**src/rtl/sad_trigger_sequencer.sv**
```systemverilog
// sad_trigger_sequencer: gates the SAD engine and turns raw matches into stretched, counted, held-off capture triggers
// Ports: clk_adc/reset_n (async, active-low); armed_and_ready starts a run on its rising edge and aborts it when low;
//   sad_match is the raw per-sample match; cfg_* are latched at arm time; sad_active enables the SAD engine;
//   trigger is the capture pulse; busy/done report progress; trig_count/match_count are readback counters;
//   timed_out is the sticky no-match timeout flag.
// Optional: define SAD_SEQ_TIMEOUT_EN to stop a run after cfg_timeout match-free cycles in ARMED.
module sad_trigger_sequencer #(
   parameter int pHOLDOFF_WIDTH = 16,
   parameter int pCNT_WIDTH = 8,
   parameter int pTIMEOUT_WIDTH = 32
) (
   input  logic                      clk_adc,
   input  logic                      reset_n,
   input  logic                      armed_and_ready,
   input  logic                      sad_match,
   input  logic [pCNT_WIDTH-1:0]     cfg_skip,
   input  logic [pCNT_WIDTH-1:0]     cfg_num_triggers,
   input  logic [7:0]                cfg_trig_len,
   input  logic [pHOLDOFF_WIDTH-1:0] cfg_holdoff,
   input  logic [pTIMEOUT_WIDTH-1:0] cfg_timeout,
   output logic                      sad_active,
   output logic                      trigger,
   output logic                      busy,
   output logic                      done,
   output logic [pCNT_WIDTH-1:0]     trig_count,
   output logic [pCNT_WIDTH-1:0]     match_count,
   output logic                      timed_out
);
   typedef enum logic [2:0] {IDLE, ARMED, PULSE, HOLDOFF, DONE} state_e;
   state_e state_q, state_d;
   logic arm_q;
   logic [pCNT_WIDTH-1:0] skip_q, skip_d, num_q, num_d, skip_cnt_q, skip_cnt_d;
   logic [pCNT_WIDTH-1:0] trig_count_q, trig_count_d, match_count_q, match_count_d;
   logic [7:0] len_q, len_d, pulse_cnt_q, pulse_cnt_d, len_eff;
   logic [pHOLDOFF_WIDTH-1:0] holdoff_q, holdoff_d, hold_cnt_q, hold_cnt_d;
   logic start;
   assign start = armed_and_ready & ~arm_q;
   assign len_eff = (len_q == 8'd0) ? 8'd1 : len_q;
   // Outputs decode the state register only, so no input reaches an output combinationally.
   assign sad_active = (state_q == ARMED) | (state_q == PULSE) | (state_q == HOLDOFF);
   assign trigger = state_q == PULSE;
   assign busy = (state_q != IDLE) & (state_q != DONE);
   assign done = state_q == DONE;
   assign trig_count = trig_count_q;
   assign match_count = match_count_q;
`ifdef SAD_SEQ_TIMEOUT_EN
   logic [pTIMEOUT_WIDTH-1:0] timeout_q, timeout_d, tmo_cnt_q, tmo_cnt_d;
   logic timed_out_q, timed_out_d;
   assign timed_out = timed_out_q;
`else
   logic unused_timeout;
   assign unused_timeout = ^cfg_timeout;
   assign timed_out = 1'b0;
`endif
   always_comb begin
      state_d = state_q;
      skip_d = skip_q;
      num_d = num_q;
      len_d = len_q;
      holdoff_d = holdoff_q;
      skip_cnt_d = skip_cnt_q;
      pulse_cnt_d = pulse_cnt_q;
      hold_cnt_d = hold_cnt_q;
      trig_count_d = trig_count_q;
      match_count_d = (sad_active && sad_match && match_count_q != '1) ? match_count_q + 1'b1 : match_count_q;
`ifdef SAD_SEQ_TIMEOUT_EN
      timeout_d = timeout_q;
      timed_out_d = timed_out_q;
      // Entry to ARMED and every match (skipped or accepted) restart the match-free count.
      tmo_cnt_d = (state_q == ARMED && !sad_match) ? tmo_cnt_q + 1'b1 : '0;
`endif
      case (state_q)
         IDLE: if (start) begin
            skip_d = cfg_skip;
            num_d = cfg_num_triggers;
            len_d = cfg_trig_len;
            holdoff_d = cfg_holdoff;
            skip_cnt_d = '0;
            trig_count_d = '0;
            match_count_d = '0;
`ifdef SAD_SEQ_TIMEOUT_EN
            timeout_d = cfg_timeout;
            timed_out_d = 1'b0;
`endif
            state_d = ARMED;
         end
         ARMED: if (!armed_and_ready) state_d = IDLE;
         else if (sad_match) begin
            if (skip_cnt_q < skip_q) skip_cnt_d = skip_cnt_q + 1'b1;
            else begin
               state_d = PULSE;
               pulse_cnt_d = 8'd1;
               trig_count_d = trig_count_q + 1'b1;
            end
         end
`ifdef SAD_SEQ_TIMEOUT_EN
         else if (timeout_q != '0 && tmo_cnt_q == timeout_q) begin
            state_d = DONE;
            timed_out_d = 1'b1;
         end
`endif
         PULSE: if (!armed_and_ready) state_d = IDLE;
         else if (pulse_cnt_q >= len_eff) begin
            if (num_q != '0 && trig_count_q == num_q) state_d = DONE;
            else if (holdoff_q == '0) state_d = ARMED;
            else begin
               state_d = HOLDOFF;
               hold_cnt_d = {{(pHOLDOFF_WIDTH-1){1'b0}}, 1'b1};
            end
         end
         else pulse_cnt_d = pulse_cnt_q + 1'b1;
         HOLDOFF: if (!armed_and_ready) state_d = IDLE;
         else if (hold_cnt_q >= holdoff_q) state_d = ARMED;
         else hold_cnt_d = hold_cnt_q + 1'b1;
         DONE: if (!armed_and_ready) state_d = IDLE;
         default: state_d = IDLE;
      endcase
   end
   always_ff @(posedge clk_adc or negedge reset_n) begin
      if (!reset_n) begin
         state_q <= IDLE;
         arm_q <= 1'b0;
         skip_q <= '0;
         num_q <= '0;
         len_q <= '0;
         holdoff_q <= '0;
         skip_cnt_q <= '0;
         pulse_cnt_q <= '0;
         hold_cnt_q <= '0;
         trig_count_q <= '0;
         match_count_q <= '0;
      end else begin
         state_q <= state_d;
         arm_q <= armed_and_ready;
         skip_q <= skip_d;
         num_q <= num_d;
         len_q <= len_d;
         holdoff_q <= holdoff_d;
         skip_cnt_q <= skip_cnt_d;
         pulse_cnt_q <= pulse_cnt_d;
         hold_cnt_q <= hold_cnt_d;
         trig_count_q <= trig_count_d;
         match_count_q <= match_count_d;
      end
   end
`ifdef SAD_SEQ_TIMEOUT_EN
   always_ff @(posedge clk_adc or negedge reset_n) begin
      if (!reset_n) begin
         timeout_q <= '0;
         tmo_cnt_q <= '0;
         timed_out_q <= 1'b0;
      end else begin
         timeout_q <= timeout_d;
         tmo_cnt_q <= tmo_cnt_d;
         timed_out_q <= timed_out_d;
      end
   end
`endif
endmodule

```
**config.mk**
```make
export PLATFORM = sky130hd
export DESIGN_NAME = sad_trigger_sequencer
export DESIGN_NICKNAME = d
export VERILOG_FILES = /design/src/rtl/sad_trigger_sequencer.sv
export SDC_FILE = /design/constraint.sdc
export NUM_CORES = 1
export LEC_CHECK = 0
export CORE_MARGIN = 3
export CORE_UTILIZATION = 55
export DETAILED_ROUTE_END_ITERATION = 8
export PLACE_DENSITY_LB_ADDON = 0.2
export SYNTH_ARGS = -nofsm -noshare
export SYNTH_HDL_FRONTEND = slang
export SYNTH_SLANG_ARGS = --single-unit
```
**constraint.sdc**
```tcl
create_clock -name clk_adc -period 5.2 [get_ports clk_adc]
set_input_delay 0.52 -clock clk_adc [delete_from_list [all_inputs] [get_ports clk_adc]]
set_output_delay 0.52 -clock clk_adc [all_outputs]
set_load 0.005 [all_outputs]
```
## Word level (Yosys, flattened, before mapping)

Index checks and enable logic that the tools add are counted.

- Reductions and logical operators: 17
- $lt $le $gt $ge: 3
- Equality and inequality tests: 24
- Multiplexer cells: 38
- $add $sub $neg: 5
- Bitwise logic cells: 5

Operators by type and width:

| kind | count |
|---|---|
| 8-bit two-way mux | 16 |
| 16-bit two-way mux | 6 |
| 8-bit one-hot mux with 2 select lines | 3 |
| 8-bit by 1-bit adder with 8-bit output, second input constant | 4 |
| 16-bit one-hot mux with 2 select lines | 1 |
| 3-bit two-way mux | 10 |
| 2-bit inequality test, second input constant | 10 |
| 16-bit by 1-bit adder with 16-bit output, second input constant | 1 |
| 16-bit greater-or-equal comparator | 1 |
| 16-bit zero test | 1 |
| 3-bit one-hot mux with 5 select lines | 1 |
| 6-bit AND reduction | 2 |
| 5-bit AND reduction | 2 |
| 3-bit inequality test, second input constant | 3 |
| 8-bit equality test | 1 |
| 8-bit greater-or-equal comparator | 1 |
| 8-bit zero test | 1 |
| 8-bit less-than comparator | 1 |
| 8-bit inequality test, second input constant | 1 |
| 8-bit nonzero test | 1 |
| 7-bit AND reduction | 1 |
| 3-bit by 2-bit equality test with 1-bit output, second input constant | 2 |
| 2-bit by 1-bit inequality test with 1-bit output, second input constant | 3 |
| 3-bit by 2-bit inequality test with 1-bit output, second input constant | 2 |
| 11 further kinds | 17 |

- Output and inout port bits: 21
- Bits in registers: 92
- Bits of input ports: 76

## Logic depth before layout (Yosys ltp)

Gate-level depths: netlist (run 1).

- Word-level depth: 8
- Gate-level depth with buffers: 11

## Worst setup path after synthesis (run 1)

Ideal clock, no wire load.

- Kind: register -> register
- Start point: register hold_cnt_q[0]
- End point: register state_q[0]
- Data required time: 5123 ps
- Library setup time: 77 ps
- Data arrival time: 2220 ps
- Cell stages (with the launch flop): 10
- Path slack: 2902 ps
- Cells stage by stage: dfrtp_1 -> inv_1 -> ha_1 -> nand2b_1 -> a2111oi_1 -> o311a_1 -> o41a_1 -> buf_6 -> or4b_1 -> a21oi_1

- Longest elaborated chain between the ends: 3

Ends and longest elaborated chain:

| item | line | text |
|---|---|---|
| start, declared | 35 | `logic [pHOLDOFF_WIDTH-1:0] holdoff_q, holdoff_d, hold_cnt_q, hold_cnt_d;` |
| start signal, assigned | 141 | `hold_cnt_q <= hold_cnt_d;` |
| 16-bit greater-or-equal comparator | 113 | `else if (hold_cnt_q >= holdoff_q) state_d = ARMED;` |
| 3-bit by 2-bit inequality test with 1-bit output (no source line) | n/a |  |
| 6-bit AND reduction (no source line) | n/a |  |
| end signal, assigned | 133 | `state_q <= state_d;` |
| end, declared | 30 | `state_e state_q, state_d;` |

Every way passes these cells.
A chain may end at the register's enable or synchronous reset.

## Worst setup path in the final report (run 1)

- Start point: register hold_cnt_q[0]
- End point: register hold_cnt_q[11]

- Longest elaborated chain between the ends: 4

Ends and longest elaborated chain:

| item | line | text |
|---|---|---|
| 16-bit by 1-bit adder with 16-bit output | 114 | `else hold_cnt_d = hold_cnt_q + 1'b1;` |
| 16-bit two-way mux | 113 |  |
| 16-bit two-way mux | 112 | `HOLDOFF: if (!armed_and_ready) state_d = IDLE;` |
| 16-bit one-hot mux with 2 select lines | 72 | `case (state_q)` |

Several ways; a longest one is shown, not always the timed one. The select of a mux whose other input is x is not followed.

==> run metrics, run 1 <==
clock skew=7.61 ps; Routed WL=roughly 11,000 um; Fin. Hold Viols=0; clock sink total=92; Finish-stage setup viols=0; Tot GR Track Use=23.1%; die height=103 um; RSZ-0062 raised after global routing=no; commonest non-fill, non-tap cell in the layout=dfrtp_1; maximum fanout along the worst path=18; Die Span X=103 um; dpl cells=~690; hpwl dp=8060 um; Netlist Area Pre-Place=5130 um2; Vias/cell=5.81; # diodes=0; post-route ant nets=0; syn_nets=between 600 and 700; PwrDens=roughly 400 nW/um2; Worst Max-Slew Pin Slew=between 1000 and 1500 ps; Worst Path Arrival=3400 ps; R2R Setup Slk=2010 ps; Final Cell Area=6010 um2; Clk pin slew, worst setup/hold paths=80 ps; min Tclk post-route=around 3200 ps; max-slew violations=0; Net Sw Frac=approximately a third; P_sw=between 0.0008 and 0.0009 W; routability congestion estimate=between 0.8 and 0.9; register bit total from synthesis=92; number of global-route vias before repair=around 4,000; first-pass GRT wire length=19,300 um; Avg Cell Area, Syn=about 9.5 um2; final worst slack=2010 ps; Reg-to-Reg Start=hold_cnt_q[0]$_DFFE_PN0P_; Crit. Startpoint=hold_cnt_q[0]$_DFFE_PN0P_; Placed Area=5810 um2; Post-Layout Cell Count=708; WS Path Type=register to register; clock root buffer master=clkbuf_8; commonest cells after routing, fill and taps aside=dfrtp_1 (92), nand2_1 (65), clkdlybuf4s50_1 (62); Total Negative Setup Slacks=0 ps; Initial Util=57.7%; area grow syn2layout=17.3%; Remaining DRCs=0; largest net degree at the start of global routing=61; # hold bufs at CTS=0; EDFF count, synth=0; HP Class=primary input to asynchronous set/reset pin; fin nets=between 700 and 800; period utilization=61.4%; # IOs=97; Rel. slew slack=21.3%; initial antenna violation count=0; worst vdd ir=approximately 0.22 mV; Most used DFF post-synth=dfrtp_1; Worst Path Required=5410 ps; PortBufs=63; via count=4,117; Clock Path Buffers=2; H-tree levels=3; max-cap violation count=0; worst r2r path cells=8; Post-synth ARST share=100%; CTS tree=done; quantity of gates resized following cts=0; static leakage=2.73 nW; Post-Place Setup Slack=between 1500 and 2000 ps; Synth cell types=58; Comb pwr share=33.8%; layout cells sized above 1=approximately 6.2%; Seq/Total Area, Yosys=44.9%; clock latency on the worst-skew pair=around 360 ps; startpoint types=register; DRT iter0 DRCs=247; proportion of power drawn by the clock network=21.5%; outcome=finished, final reports clean; DIE AREA=around 11,000 um2; post-DR wirelength/cell=16.0 um; Pre-antenna DRT Iters=5; sequential power share=44.7%; Cell Int Power=0.00156 W; Gate Count Post-Synth=between 500 and 600; Setup Buffers After CTS=0; CP endpoint kind=register; CTS buffer count=9; Congestion Overflow GR=0; Ys Warns=0; capture point of the worst reg-to-reg path=hold_cnt_q[11]$_DFFE_PN0P_; # rows=34; CP endpoint=hold_cnt_q[11]$_DFFE_PN0P_; fmax=0.313 GHz; Core Area=8890 um2
==> metal layers <==
metal,track usage (%),vias up,part of all wire (%)
li1,-,2019,-
met1,32.8,1964,46
met2,35.8,112,46
met3,3.65,22,5.3
met4,8.48,0,1.8
met5,0,-,0
==> power by group through the flow <==
stage                     registers, W  logic, W  clock network (W)
after floorplan                0.00103  0.000591                  0
after global placement         0.00108  0.000772                  0
after detailed placement       0.00109  0.000813                  0
after CTS                      0.00108  0.000823           0.000529
after global routing           0.00110  0.000938           0.000559
final                          0.00108  0.000816           0.000519
==> per-stage QoR <==
| stage | total power, W | hold WS (ps) | util, % |
|---|---|---|---|
| after global placement | 0.00185 | 489 | 65.3 |
| after CTS | 0.00243 | 109 | 67.6 |
| final | 0.00241 | 98.6 | 67.6 |
| after floorplan | 0.00162 | 224 | - |
| after detailed placement | 0.00190 | 494 | 65.3 |
| after global routing | 0.00260 | 122 | 67.6 |
==> state kept, by name, summed over array words and instances, names as in the netlist <==
signal       cells
arm_q            1
hold_cnt_q      16
holdoff_q       16
len_q            8
match_count      8
num_q            8
pulse_cnt_q      8
skip_cnt_q       8
skip_q           8
state_q          3
trig_count       8
==> synthesized netlist by cell type, drive strengths merged (9+ instances only) <==
cell type	n	area [um2]
a31oi	13	81.3
mux2	12	135
nand3	20	100
a21oi	25	125
dfrtp	92	2300
buf	13	80.1
nand2	65	244
ha	36	450
o21ai	46	230
xnor2	11	96.3
nor2	34	128
xor2	14	123
inv	44	165
nor4	9	56.3
==> area by class of cell <==
type,count,area (um2)
inverter,44,165
clock inverter,2,60.1
fill,711,2880
tap,108,135
timing repair buffer,66,651
sequential,92,2300
clock buffer,12,145
multi-input combinational,384,2550
==> worst min-delay path by stage <==
stage / slack (ps) / end
final: 100 / len_q[5]$_DFFE_PN0P_
after global routing: 120 / len_q[5]$_DFFE_PN0P_
after CTS: 110 / len_q[5]$_DFFE_PN0P_
after detailed placement: 490 / skip_q[0]$_DFFE_PN0P_
after global placement: 490 / len_q[3]$_DFFE_PN0P_
after floorplan: 220 / arm_q$_DFF_PN0_
==> critical path, cell delays in order (launching register included) <==
cell and delay [ps]:
dfrtp_1 430, inv_1 60, ha_1 260, nand2b_1 140, a2111oi_1 470, o311a_1 260
o41a_1 610, nand2b_1 630, a31oi_1 180
==> logic make-up (layout without fill, tap and decap cells) <==
family,Yosys count,after routing,share of synthesized area (%)
AO/OA/AOI/OAI,131,131,16.7
XOR/XNOR,25,25,4.27
adder cells (fa/ha/maj),36,36,8.79
buffers and inverters,65,124,5.37
flip-flops,92,92,44.9
multiplexers,15,15,3.22
other,1,1,0.0732
AND/OR/NAND/NOR,176,176,16.6
Note: power is estimated with default switching activity, not from simulation.
==> inputs of run 2 (changes only) <==
Settings changed: CORE_UTILIZATION 55 to 48.
Clock period 5.2 ns to 2.9 ns, I/O delays scaled along.
==> run metrics, run 2 (synthesis gave the netlist of run 1 again) <==
outcome=finished, final reports clean; via count=4,117 (unchanged); min Tclk post-route=2540 ps (-657 ps); sequential power share=45.0% (+0.3 points); worst r2r path cells=9 (+1); CTS tree=done; Remaining DRCs=0 (unchanged); Worst path depth=9 (+1); Post-Layout Cell Count=746 (+5.4%); # rows=37 (+8.8%); fin nets=718 (+1.3%); Congestion Overflow GR=0 (unchanged); # IOs=97 (unchanged); post-DR wirelength/cell=14.9 um (-6.9%); Rel. slew slack=55.6% (+34 points); startpoint types=register; Fin. Hold Viols=0 (unchanged); post-route ant nets=0 (unchanged); fill cell count=939 (+32%); Clock Path Buffers=2 (unchanged); P_sw=0.00150 W (+76%); fmax=0.394 GHz (+26%); Net Sw Frac=35.4% (+0.036 points); Worst Path Required=3130 ps (-2280 ps); CP endpoint kind=register; WS Path Type=register to register; CP top delay family=compound AO/OA/AOI/OAI gates; Finish-stage setup viols=0 (unchanged); Tot Pwr=0.00423 W (+75%); DRT iter0 DRCs=227 (-8.1%); CP cell instances=nor4_1 -> a41o_1 -> ha_1 -> nand2b_1 -> a21oi_1 -> o31a_1 -> o21ba_2 -> o21ai_0 -> o21ai_0; proportion of power drawn by the clock network=19.7% (-1.8 points); PwrDens=693 nW/um2 (+73%); routability congestion estimate=0.803 (-0.89%); Initial Util=49.4% (-8.2 points); Setup Buffers After CTS=0 (unchanged); Vias/cell=5.52 (-5.1%); Placed Area=5910 um2 (+1.9%); register area=2300 um2 (unchanged); Total Negative Setup Slacks=0 ps (unchanged); first-pass GRT wire length=19,000 um (-1.4%); critical path's slowest cell=o31a_1; Cell Int Power=0.00274 W (+75%); DIE AREA=12,000 um2 (+14%); worst hold path depth=3; HP Class=primary input to register; post-layout util=58.9% (-8.7 points); RSZ-0062 raised after global routing=no; # hold bufs at CTS=1 (+1); max-cap violation count=0 (unchanged); max-slew violations=0 (unchanged); Die Span X=109 um (+6.6%); Comb pwr share=35.2% (+1.4 points); commonest non-fill, non-tap cell in the layout=dfrtp_1; dpl cells=730 (+5.2%); PortBufs=63 (unchanged); quantity of gates resized following cts=0 (unchanged); static leakage=2.77 nW (+1.5%); die height=109 um (+6.6%); Clk pin slew, worst setup/hold paths=80 ps (about the same); initial antenna violation count=0 (unchanged); period utilization=87.5% (+26 points); # diodes=0 (unchanged); Final Cell Area=6110 um2 (+1.6%); cell mode on critical path=o21ai_0; area grow syn2layout=19.2%; number of global-route vias before repair=4,062 (-0.47%); Worst Path Arrival=2770 ps (-630 ps); Pre-antenna DRT Iters=5 (unchanged); Multi-input gate area=2550 um2 (unchanged); hpwl dp=8150 um (+1.1%); clock skew=7.88 ps (+0.268 ps); Core Area=10,400 um2 (+17%); commonest cells after routing, fill and taps aside=dfrtp_1 (92), nand2_1 (65), clkdlybuf4s50_1 (62); clock latency on the worst-skew pair=350 ps (about the same); worst vdd ir=0.298 mV (+36%); CTS buffer count=9 (unchanged); H-tree levels=3 (unchanged); largest net degree at the start of global routing=52 (-15%); Largest regs=hold_cnt_q x16, holdoff_q x16; Tot GR Track Use=19.8% (-3.3 points); maximum fanout along the worst path=9 (-9); layout cells sized above 1=7.38% (+1.2 points); clock sink total=92 (unchanged); clock root buffer master=clkbuf_8; Routed WL=11,100 um (-1.9%); Worst Max-Slew Pin Slew=666 ps (-513 ps); slowest stage delay, CP=400 ps (-230 ps); buffers and inverters on the worst path=0 (-1)
-- run 2: cell count changes in the layout (fill, tap and decap cells not counted), sizes merged --
cell,change
dlygate4sd3,+1
clkinv,+1
buf,+8
bufinv,-1
clkbuf,+1
-- run 2: worst reg2reg max path, stage by stage (launching register included) --
cell and delay [ps]:
dfrtp_1 380, nor4_1 320, a41o_1 220, ha_1 220
nand2b_1 140, a21oi_1 230, o31a_1 400, o21ba_2 260
o21ai_0 160, o21ai_0 100
-- run 2: through the flow --
stage,setup slack [ps],hold WS (ps)
after floorplan,602,-5.59
after global placement,421,365
after detailed placement,353,372
after CTS,335,486
after global routing,133,495
final,362,495
-- run 2: worst paths after layout --
check	startpoint	to	slack [ps]
max	len_q[6]$_DFFE_PN0P_	pulse_cnt_q[6]$_DFFE_PN0P_	360
min	cfg_holdoff[8]	holdoff_q[8]$_DFFE_PN0P_	490
max reg2reg	len_q[6]$_DFFE_PN0P_	pulse_cnt_q[6]$_DFFE_PN0P_	360
min reg2reg	skip_q[0]$_DFFE_PN0P_	skip_q[0]$_DFFE_PN0P_	510
max in group asynchronous	reset_n	hold_cnt_q[14]$_DFFE_PN0P_	1720
min in group asynchronous	reset_n	len_q[4]$_DFFE_PN0P_	530
-- run 2: power groups by stage --
stage	Sequential, W	Combinational (W)	Clock (W)
after floorplan	0.00184	0.00106	0
after global placement	0.00192	0.00143	0
after detailed placement	0.00193	0.00149	0
after CTS	0.00191	0.00151	0.000862
after global routing	0.00196	0.00169	0.000917
final	0.00191	0.00149	0.000835
-- run 2: layout make-up --
type | instances | share of cell area (%)
Tap cell | 136 | 2.79
Sequential cell | 92 | 37.7
Multi-Input combinational cell | 384 | 41.8
Clock inverter | 2 | 0.574
Inverter | 44 | 2.70
Clock buffer | 13 | 2.44
Timing Repair Buffer | 75 | 12.0
-- run 2: routing by layer --
layer / wire length [um] / global-route usage [%] / vias up / share of wire [%]
met3: 499 / 2.35 / 10 / 4.5
met2: 5010 / 31.2 / 95 / 45
li1: - / - / 2037 / -
met4: 139 / 5.70 / 0 / 1.3
met5: 0 / 0 / - / 0
met1: 5440 / 28.8 / 1975 / 49
==> inputs of run 3 (changes only) <==
Settings changed: GPL_TIMING_DRIVEN set to 0.
==> run metrics, run 3 (synthesis gave the netlist of run 1 again) <==
Pre-antenna DRT Iters=5 (unchanged); R2R Setup Slk=350 ps (about the same); Largest regs=hold_cnt_q x16, holdoff_q x16; first-pass GRT wire length=19,900 um (+4.8%); Routed WL=12,200 um (+9.8%); Placed Area=5950 um2 (+0.63%); fin nets=729 (+1.5%); max-cap violation count=0 (unchanged); sequential power share=43.3% (-1.7 points); register area=2300 um2 (unchanged); Initial Util=49.4% (unchanged); number of global-route vias before repair=4,151 (+2.2%); Post-Layout Cell Count=758 (+1.6%); Net Sw Frac=36.4% (+1.1 points); Crit. Startpoint=skip_cnt_q[2]$_DFFE_PN0P_; layout cells sized above 1=7.72% (+0.34 points); RSZ-0062 raised after global routing=no; max-slew violations=0 (unchanged); # diodes=0 (unchanged); fmax=0.392 GHz (-0.52%); initial antenna violation count=0 (unchanged); # IOs=97 (unchanged); Worst Max-Slew Pin Slew=583 ps (-82.9 ps); PwrDens=706 nW/um2 (+2.0%); Remaining DRCs=0 (unchanged); Clock Path Buffers=2 (unchanged); Fin. Hold Viols=0 (unchanged); Congestion Overflow GR=0 (unchanged); worst vdd ir=0.381 mV (+28%); H-tree levels=3 (unchanged); worst r2r path cells=7 (-2); Final Cell Area=6170 um2 (+1.1%); largest net degree at the start of global routing=67 (+29%); clock latency on the worst-skew pair=370 ps (+20 ps); Worst Path Arrival=2800 ps (+30 ps); outcome=finished, final reports clean; die height=109 um (unchanged); post-route ant nets=0 (unchanged); CP endpoint=trig_count[0]$_DFFE_PN0P_; clock root buffer master=clkbuf_8; # rows=37 (unchanged); CTS tree=done; Clk pin slew, worst setup/hold paths=100 ps (+20 ps); CP endpoint kind=register; HP Class=primary input to asynchronous set/reset pin; fill cell count=923 (-1.7%); routability congestion estimate=0.816 (+1.7%); startpoint types=register; area grow syn2layout=20.5%; DIE AREA=12,000 um2 (unchanged); proportion of power drawn by the clock network=20.8% (+1.1 points); PortBufs=63 (unchanged); clock sink total=92 (unchanged); Finish-stage setup viols=0 (unchanged); Vias/cell=5.59 (+1.3%); min Tclk post-route=2550 ps (+13.2 ps); CTS buffer count=9 (unchanged); Comb pwr share=35.9% (+0.7 points); maximum fanout along the worst path=10 (+1); capture point of the worst reg-to-reg path=trig_count[0]$_DFFE_PN0P_; static leakage=2.80 nW (+1.1%); Tot GR Track Use=21.2% (+1.4 points); WS Path Type=register to register; Setup Buffers After CTS=0 (unchanged); Multi-input gate area=2560 um2 (about the same); commonest cells after routing, fill and taps aside=dfrtp_1 (92), nand2_1 (65), clkdlybuf4s50_1 (62); Core Area=10,400 um2 (unchanged); commonest non-fill, non-tap cell in the layout=dfrtp_1; Rel. slew slack=61.1% (+5.5 points); DRT iter0 DRCs=271 (+19%); post-DR wirelength/cell=16.1 um (+8.0%); clock skew=14.8 ps (+6.95 ps); dpl cells=741 (+1.5%); Die Span X=109 um (unchanged); via count=4,239 (+3.0%); period utilization=88.0% (+0.46 points); Cell Int Power=0.00277 W (+1.3%); Worst Path Required=3150 ps (+20 ps); P_sw=0.00159 W (+6.3%); Reg-to-Reg Start=skip_cnt_q[2]$_DFFE_PN0P_; hpwl dp=8880 um (+9.0%)
==> run 3: cell types whose count changed in the layout (fill, tap and decap cells not counted), moves of 2 or more <==
cell        change
buf_1           +2
clkbuf_1        +6
clkinvlp_4      +2
buf_6           +2
buf_2           +7
buf_4           -8
==> run 3: critical path, stage by stage (launching register included) <==
cell and delay, ps:
dfrtp_1 450, ha_1 320, a211oi_1 240, o21ai_1 160, a211oi_4 510, clkbuf_2 320, nor2_1 160, mux2_2 290
==> run 3: cell type report <==
type	instances	share of cell area, %
Inverter	44	2.67
Tap cell	136	2.76
Clock buffer	13	2.57
Sequential cell	92	37.3
Multi-Input combinational cell	384	41.4
Timing Repair Buffer	65	10.8
Clock inverter	3	0.729
Buffer	21	1.80
==> run 3: how the worst min path moves through the flow <==
stage                           from                     to  slack, ps  depth (start not counted)
4_1_cts                      reset_n   len_q[3]$_DFFE_PN0P_        400                          2
5_1_grt                      reset_n   len_q[0]$_DFFE_PN0P_        420                          2
2_1_floorplan                reset_n        arm_q$_DFF_PN0_         -6                          0
6_report                     reset_n   len_q[3]$_DFFE_PN0P_        380                          2
3_3_place_gp   skip_q[0]$_DFFE_PN0P_  skip_q[0]$_DFFE_PN0P_        490                          1
3_5_place_dp                 reset_n   len_q[3]$_DFFE_PN0P_        240                          1
==> run 3: power groups by stage <==
stage / sequential, W / combinational, W / clock, W
2_1_floorplan: 0.00184 / 0.00106 / 0
3_3_place_gp: 0.00191 / 0.00148 / 0
3_5_place_dp: 0.00191 / 0.00155 / 0
4_1_cts: 0.00189 / 0.00156 / 0.000913
5_1_grt: 0.00194 / 0.00178 / 0.000975
6_report: 0.00189 / 0.00156 / 0.000907
==> run 3: repair_timing <==
action / in CTS / in global routing
endpoints found under the setup margin: 0 / 6
gates resized for setup: 0 / 3
hold buffers: 1 / 0
hold endpoints to repair: 26 / 0
==> run 3: metrics by stage <==
| stage | power, W | hold WS, ps | setup slack, ps | utilization [%] | TNS, ps |
|---|---|---|---|---|---|
| 6_report | 0.00436 | 383 | 349 | 59.5 | 0 |
| 5_1_grt | 0.00469 | 416 | 128 | 59.5 | 0 |
| 4_1_cts | 0.00436 | 404 | 33.3 | 59.5 | 0 |
| 3_5_place_dp | 0.00346 | 243 | 68.4 | 57.4 | 0 |
| 3_3_place_gp | 0.00338 | 486 | -1910 | 57.2 | -175430 |
| 2_1_floorplan | 0.00290 | -5.59 | 602 | - | 0 |
==> run 3: routing by layer <==
layer | up-vias | part of all wire, % | track usage [%]
li1 | 2062 | - | -
met1 | 2045 | 48 | 30.2
met2 | 120 | 46 | 33.5
met3 | 12 | 5.8 | 3.93
met4 | 0 | 1.0 | 5.34
met5 | - | 0 | 0
